### src/rtl/wb_pkg.sv
// Shared encodings for the write-back data pipe.
// Holds the extension mode codes and the skid buffer state type.
package wb_pkg;

    localparam logic [1:0] EXT_WORD   = 2'b00;
    localparam logic [1:0] EXT_HALF_Z = 2'b01;
    localparam logic [1:0] EXT_BYTE_Z = 2'b10;
    localparam logic [1:0] EXT_BYTE_S = 2'b11;

    typedef enum logic [1:0] {
        EMPTY = 2'd0,
        ONE   = 2'd1,
        TWO   = 2'd2
    } wb_state_e;

endpackage

### src/rtl/wb_extend.sv
// Width extension of a selected load source.
// Half and byte modes take the low bits and fill upward.
module wb_extend
    import wb_pkg::*;
#(
    parameter int WIDTH = 32
) (
    input  logic [WIDTH-1:0] i_data,
    input  logic [1:0]       i_mode,
    output logic [WIDTH-1:0] o_data
);

    always_comb begin
        o_data = i_data;
        unique case (i_mode)
            EXT_WORD:   o_data = i_data;
            EXT_HALF_Z: o_data = {{(WIDTH-16){1'b0}}, i_data[15:0]};
            EXT_BYTE_Z: o_data = {{(WIDTH-8){1'b0}}, i_data[7:0]};
            EXT_BYTE_S: o_data = {{(WIDTH-8){i_data[7]}}, i_data[7:0]};
            default:    o_data = i_data;
        endcase
    end

endmodule

### src/rtl/wb_data_pipe.sv
// Write-back source select and extend, behind a 2-entry skid buffer.
// in_ready is registered so out_ready never reaches it combinationally.
module wb_data_pipe
    import wb_pkg::*;
#(
    parameter int WIDTH = 32,
    parameter int N_IN  = 8,
    parameter int SEL_W = $clog2(N_IN)
) (
    input  logic                  clk,
    input  logic                  reset_n,
    input  logic                  in_valid,
    output logic                  in_ready,
    input  logic [SEL_W-1:0]      sel,
    input  logic [1:0]            ext_mode,
    input  logic [N_IN*WIDTH-1:0] data_in,
    output logic                  out_valid,
    input  logic                  out_ready,
    output logic [WIDTH-1:0]      data_out,
    output logic                  sel_err
);

    localparam int             IDX_W = $clog2(N_IN*WIDTH);
    localparam logic [SEL_W:0] LP_N  = (SEL_W+1)'(N_IN);

    wb_state_e          r_state;
    wb_state_e          w_state_nxt;
    logic               r_in_ready;
    logic [WIDTH-1:0]   r_out_data;
    logic               r_out_err;
    logic [WIDTH-1:0]   r_skid_data;
    logic               r_skid_err;

    logic               w_sel_ok;
    logic [SEL_W-1:0]   w_idx;
    logic [IDX_W-1:0]   w_base;
    logic [WIDTH-1:0]   w_src;
    logic [WIDTH-1:0]   w_ext;
    logic [WIDTH-1:0]   w_res;
    logic               w_err;
    logic               w_in_xfer;
    logic               w_out_xfer;
    logic               w_load_out;
    logic               w_skid_to_out;
    logic               w_load_skid;

    // Out-of-range selects are clamped so the part-select never leaves data_in.
    assign w_sel_ok = {1'b0, sel} < LP_N;
    assign w_idx    = w_sel_ok ? sel : '0;
    assign w_base   = IDX_W'(w_idx) * IDX_W'(WIDTH);
    assign w_src    = data_in[w_base +: WIDTH];

    wb_extend #(
        .WIDTH (WIDTH)
    ) u_extend (
        .i_data (w_src),
        .i_mode (ext_mode),
        .o_data (w_ext)
    );

    assign w_res = w_sel_ok ? w_ext : '0;
    assign w_err = ~w_sel_ok;

    assign out_valid  = (r_state != EMPTY);
    assign in_ready   = r_in_ready;
    assign data_out   = r_out_data;
    assign sel_err    = r_out_err;
    assign w_in_xfer  = in_valid & r_in_ready;
    assign w_out_xfer = out_valid & out_ready;

    always_comb begin
        w_state_nxt   = r_state;
        w_load_out    = 1'b0;
        w_skid_to_out = 1'b0;
        w_load_skid   = 1'b0;
        unique case (r_state)
            EMPTY: begin
                if (w_in_xfer) begin
                    w_state_nxt = ONE;
                    w_load_out  = 1'b1;
                end
            end
            ONE: begin
                if (w_in_xfer && w_out_xfer) begin
                    w_load_out = 1'b1;
                end else if (w_in_xfer) begin
                    w_state_nxt = TWO;
                    w_load_skid = 1'b1;
                end else if (w_out_xfer) begin
                    w_state_nxt = EMPTY;
                end
            end
            TWO: begin
                if (w_out_xfer) begin
                    w_state_nxt   = ONE;
                    w_skid_to_out = 1'b1;
                end
            end
            default: w_state_nxt = EMPTY;
        endcase
    end

    always_ff @(posedge clk or negedge reset_n) begin
        if (!reset_n) begin
            r_state     <= EMPTY;
            r_in_ready  <= 1'b1;
            r_out_data  <= '0;
            r_out_err   <= 1'b0;
            r_skid_data <= '0;
            r_skid_err  <= 1'b0;
        end else begin
            r_state    <= w_state_nxt;
            r_in_ready <= (w_state_nxt != TWO);
            if (w_load_out) begin
                r_out_data <= w_res;
                r_out_err  <= w_err;
            end else if (w_skid_to_out) begin
                r_out_data <= r_skid_data;
                r_out_err  <= r_skid_err;
            end
            if (w_load_skid) begin
                r_skid_data <= w_res;
                r_skid_err  <= w_err;
            end
        end
    end

endmodule

### config.mk
export PLATFORM = sky130hd
export DESIGN_NAME = wb_data_pipe
export DESIGN_NICKNAME = d
export VERILOG_FILES = /design/src/rtl/wb_pkg.sv /design/src/rtl/wb_extend.sv /design/src/rtl/wb_data_pipe.sv
export SDC_FILE = /design/constraint.sdc
export NUM_CORES = 1
export LEC_CHECK = 0
export CORE_MARGIN = 4
export CORE_UTILIZATION = 41
export CTS_CLUSTER_DIAMETER = 60
export DETAILED_ROUTE_END_ITERATION = 12
export GPL_TIMING_DRIVEN = 0
export HOLD_SLACK_MARGIN = 0.03
export PLACE_DENSITY_LB_ADDON = 0.2
export SLEW_MARGIN = 25
export SYNTH_ARGS = -nofsm -noshare
export SYNTH_HDL_FRONTEND = slang
export SYNTH_SLANG_ARGS = --single-unit
### constraint.sdc
create_clock -name clk -period 2.7 [get_ports clk]
set_input_delay 0.27 -clock clk [delete_from_list [all_inputs] [get_ports clk]]
set_output_delay 0.27 -clock clk [all_outputs]
set_load 0.02 [all_outputs]
==> results of run 1 <==
## routing by layer
| layer | global-route usage | vias up | share of wire |
|---|---|---|---|
| met5 | 0 | - | 0 |
| met4 | 0.115 | 0 | 0.032 |
| met3 | 0.0658 | 41 | 0.10 |
| met2 | 0.517 | 302 | 0.52 |
| li1 | - | 2449 | - |
| met1 | 0.314 | 2620 | 0.35 |
## sequential cells by signal, summed over array words and instances (netlist names)
| signal | cells |
|---|---|
| data_out | 32 |
| r_state | 2 |
| r_skid_data | 32 |
| in_ready | 1 |
## report_power, final
group	internal [W]	switching (W)	total [W]
registers	0.00151	0.000284	0.00180
clock network	0.000853	0.000419	0.00127
logic	0.00132	0.00136	0.00268
## worst max-delay path, stage by stage
cell      delay, ns
buf_2          0.16
nor2_1         0.61
clkbuf_1       0.54
a22oi_1        0.18
a31oi_1        0.40
o221ai_1       0.17
## through the flow
step                power [W]  worst slack, ns  std cells  instance area, µm²  hold slack (ns)
finish                0.00575            0.545        943                8310            0.403
global route          0.00608            0.325        943                8310            0.453
CTS                   0.00576            0.572        942                8310            0.402
detailed placement    0.00448            0.232        925                7970            0.211
global placement      0.00437           -0.722        924                7950            0.469
floorplan             0.00315            0.887        487                4830          -0.0256
## layout make-up
| type | instances | area, µm² | area share |
|---|---|---|---|
| diodes | 1 | 2.50 | 0.000301 |
| repair buffers | 296 | 2970 | 0.358 |
| clock buffers | 11 | 253 | 0.0304 |
| clock inverters | 5 | 75.1 | 0.00904 |
| flip-flops and latches | 67 | 1680 | 0.202 |
| well taps | 143 | 179 | 0.0215 |
| plain buffers | 47 | 233 | 0.0280 |
| inverters | 1 | 3.75 | 0.000452 |
| multi-input cells | 372 | 2910 | 0.351 |
## Yosys cell counts, types with 2 or more instances
cell	count	share of area
a21oi_1	33	0.034
o21ai_0	15	0.016
o221ai_2	2	0.0062
nor2b_1	3	0.0039
buf_2	12	0.012
nor3b_1	2	0.0031
or2_2	2	0.0026
dfrtp_1	66	0.34
clkbuf_1	28	0.022
a31oi_1	17	0.022
buf_6	5	0.012
nand2_1	68	0.053
mux4_2	30	0.14
o221ai_1	22	0.040
and2_1	2	0.0026
mux2i_1	85	0.18
a22oi_1	32	0.050
nor2_1	52	0.040
## timing repair
item | in CTS | in global routing
buffers inserted | 0 | 0
hold buffers | 1 | 0
setup endpoints to repair | 0 | 0
hold endpoints to repair | 27 | 0
## final timing paths
check / slack (ns) / depth (start not counted) / start / to
min in group clk: 0.48 / 2 / data_out[3]$_DFFE_PN0P_ / data_out[3]$_DFFE_PN0P_
max reg2reg: 0.57 / 5 / r_state[1]$_DFF_PN0_ / data_out[12]$_DFFE_PN0P_
min reg2reg: 0.48 / 2 / data_out[3]$_DFFE_PN0P_ / data_out[3]$_DFFE_PN0P_
max in group asynchronous: 1.71 / 3 / reset_n / in_ready$_DFF_PN1_
min: 0.40 / 2 / reset_n / r_skid_data[3]$_DFFE_PN0P_
max: 0.55 / 6 / sel[1] / data_out[26]$_DFFE_PN0P_
## cells in the final DEF, fill, tap and decap left out, drive strengths merged, types with 2 or more instances in the layout
| cell | count |
|---|---|
| clkdlybuf4s50 | 293 |
| mux2i | 85 |
| nand2 | 68 |
| dfrtp | 66 |
| nor2 | 52 |
| clkbuf | 39 |
| a21oi | 33 |
| a22oi | 32 |
| mux4 | 30 |
| o221ai | 24 |
| buf | 21 |
| a31oi | 17 |
| o21ai | 15 |
| nor2b | 3 |
| clkinv | 3 |
| or2 | 2 |
| nor3b | 2 |
| and2 | 2 |
| bufinv | 2 |
## cells by family after synthesis
kind of cell | after synthesis | share of synthesized area
compound gates | 123 | 0.171
buf+inv | 48 | 0.0490
flops | 67 | 0.347
mux | 116 | 0.318
other cells | 1 | 0.000777
simple gates | 132 | 0.113
==> impl_metrics.toml, run 1 <==
[sta]
rsz0062_at_grt = "no"
timing.fmax_mhz = 464
tightest_slew_ns = 0.758
fin_crit_sh = 0.798
hold_viol = 0
worst_clock_skew_ns = 0.00433
finalMaxSlewViolations = 0
tns_ns = 0
fin_crit_ns = 2.15
relSlewSlack = 0.493
report.final.setup_viol = 0

[outcome]
status = "finished clean"

[logic_synthesis]
synth_ff_type = "dfrtp_1"
synth_seq_cells = 67
syn_nets = 752
syn_area_per_cell_um2 = 9.91
synth_warnings = 0
synth.distinct_cells = 29
ys_seq_area_frac = 0.347
async_flop_share = 1.00
synthCells = 487
synth_edf_count = 0
netlist_area_um2 = 4830

[run]
cap_violations = 0

[placed_design]
place_congestion = 0.917
place_hpwl_um = 16700
port-buffer-count = 294

[finish]
areaGrowthSynthToFinish_pct = 72.1
nFillCells = 821
final_core_util = 0.724
nets = 1059
drive_above_1_share = 0.0914

[clock_tree]
clk_path_buf_depth = 2
path_clk_slew_ns = 0.05
cts_tree = "built"
numCtsBuffers = 9
cts-root-buf = "clkbuf_16"
ctsResizeCount = 0
clk_latency_ns = 0.33
cts.sinks = 67
htree_levels = 3

[min_path]
hold_path.class = "input pin to async pin"

[floorplan]
rows = 39
core_area_um2 = 11500
fp.dieArea_um2 = 13600
die_h_um = 117
die_width_um = 117
io_pins = 300
initial_core_util = 0.421

[grt]
grt_overflow = 0
antenna_found_initial = 1
groute.usage.overall = 0.283
grt_pass1_vias = 5608
grt_pass1_wl_um = 29300
grt_max_degree = 41

[drt]
drt_wl_total_um = 20100
drt_drc_violations_left = 0
wl_per_cell_um = 21.4
drtAntennaViolNets = 0
vias_per_cell = 5.74
firstDrtPassIters = 5
vias = 5412
dr.first_iter.drc_count = 397

[critical_path]
cp.arrival_ns = 2.34
required_ns = 2.88
crit_path_start_kind = "input pin"
end_kind = "register"
path_max_fanout = 10
setup.worst_path.class = "input pin to register"

[pwr]
vdd_drop_max_uv = 452
power.density_nw_per_um2 = 692
power.leakage_nw = 3.43
Note: power is estimated with default switching activity, not from simulation.
==> inputs of run 2 (changes only) <==
Settings changed: CORE_UTILIZATION 41 to 38.
Clock period 2.7 ns to 2.2 ns, I/O delays scaled along.
==> impl_metrics.toml, run 2 (synthesized netlist as in run 1, its figures left out) <==
[sta]
tightest_slew_ns = 0.742
fin_crit_ns = 2.09
timing.fmax_mhz = 478
hold_viol = 0
worst_clock_skew_ns = 0.00493
fin_crit_sh = 0.952
rsz0062_at_grt = "no"
setup_slack_ns = 0.106
hold_ws_ns = 0.322
relSlewSlack = 0.504
finalMaxSlewViolations = 0
report.final.setup_viol = 0

[drt]
vias_per_cell = 5.52
drt_wl_total_um = 20100
drt_drc_violations_left = 0
wl_per_cell_um = 20.8
drtAntennaViolNets = 0
firstDrtPassIters = 5
dr.first_iter.drc_count = 354
vias = 5335

[critical_path]
crit_path_start_kind = "input pin"
r2r_slack_ns = 0.19
required_ns = 2.38
cp.buffers_inverters = 2
end_kind = "register"
r2r_end = "data_out[12]$_DFFE_PN0P_"
path_max_fanout = 10
crit_path_cell_trace = "buf_2 > nor2_1 > clkbuf_1 > a22oi_1 > a31oi_1 > o221ai_1"
r2r-start = "r_state[1]$_DFF_PN0_"
setup.worst_path.class = "input pin to register"
slowest_stage = "nor2_1"
crit_family = "compound AO/OA/AOI/OAI gates"
cp.arrival_ns = 2.28
r2r_cells = 5
cp_slowest_stage_delay_ns = 0.60

[pwr]
seqPwrFrac = 0.325
total_power_w = 0.00680
power_frac_comb = 0.481
p_sw_w = 0.00250
internal-power_w = 0.00430
power.leakage_nw = 3.40
sw_frac_of_total = 0.368
power.density_nw_per_um2 = 820
vdd_drop_max_uv = 402
clockPowerShare = 0.194

[floorplan]
rows = 40
die_h_um = 121
core_area_um2 = 12200
fp.dieArea_um2 = 14600
io_pins = 300
die_width_um = 121
initial_core_util = 0.395

[finish]
diodes = 0
layout_commonest_cell = "clkdlybuf4s50_1"
layout_common_cells = "293 x clkdlybuf4s50_1, 85 x mux2i_1, 68 x nand2_1, 66 x dfrtp_1, 50 x nor2_1"
final_core_util = 0.680
nets = 1059
areaGrowthSynthToFinish_pct = 71.9
drive_above_1_share = 0.0901
nFillCells = 996

[placed_design]
dp_slack_ns = -0.209
place_congestion = 0.875
port-buffer-count = 294
place_hpwl_um = 16700

[clock_tree]
htree_levels = 3
clk_path_buf_depth = 2
cts_tree = "built"
cts.sinks = 67
path_clk_slew_ns = 0.05
numCtsBuffers = 9
clk_latency_ns = 0.33
cts-root-buf = "clkbuf_16"

[grt]
grt_overflow = 0
antenna_found_initial = 0
grt_pass1_vias = 5814
grt_pass1_wl_um = 30400
grt_max_degree = 52
groute.usage.overall = 0.269

[min_path]
hold_path.class = "input pin to async pin"

[run]
cap_violations = 0

[outcome]
status = "finished clean"
==> run 2: metrics by stage <==
stage	TNS (ns)	instance area, µm²	std cells
detailed placement	-5.02	8010	950
CTS	0	8290	967
global placement	-81.22	7980	949
finish	0	8300	967
floorplan	0	4830	487
global route	0	8300	967
==> run 2: layout make-up <==
cell class	instances	area (µm²)	area share
Buffer	47	233	0.0280
Clock buffer	14	264	0.0318
Clock inverter	2	12.5	0.00151
Inverter	1	3.75	0.000452
Multi-Input combinational cell	372	2920	0.352
Sequential cell	67	1680	0.202
Tap cell	168	210	0.0253
Timing Repair Buffer	296	2980	0.359
==> run 2: power by group through the flow <==
| stage | registers [W] | logic [W] | clock network (W) |
|---|---|---|---|
| floorplan | 0.00251 | 0.00135 | 0 |
| global placement | 0.00220 | 0.00317 | 0 |
| detailed placement | 0.00222 | 0.00327 | 0 |
| CTS | 0.00221 | 0.00328 | 0.00134 |
| global route | 0.00228 | 0.00355 | 0.00139 |
| finish | 0.00221 | 0.00327 | 0.00132 |
==> run 2: worst max path at each step <==
stage | start | end | slack [ns] | cells after the start
finish | sel[1] | data_out[25]$_DFFE_PN0P_ | 0.11 | 6
global route | r_state[1]$_DFF_PN0_ | data_out[23]$_DFFE_PN0P_ | 0.01 | 5
CTS | r_state[1]$_DFF_PN0_ | data_out[12]$_DFFE_PN0P_ | 0.04 | 5
detailed placement | in_valid | data_out[12]$_DFFE_PN0P_ | -0.21 | 6
global placement | reset_n | data_out[12]$_DFFE_PN0P_ | -1.20 | 1
floorplan | sel[0] | data_out[12]$_DFFE_PN0P_ | 0.44 | 7
==> run 2: routing by layer <==
metal  share of wire  global-route usage  up-vias
met2            0.53               0.497      286
met1            0.36               0.296     2569
met5               0                   0        -
met4           0.031               0.104        0
met3           0.083              0.0669       36
li1                -                   -     2444
==> run 2: what timing repair did <==
item / 4_1_cts / 5_1_grt
hold buffers: 1 / 0
buffers inserted: 0 / 0
gates resized for setup: 0 / 2
hold endpoints to repair: 16 / 0
endpoints found under the setup margin: 0 / 38
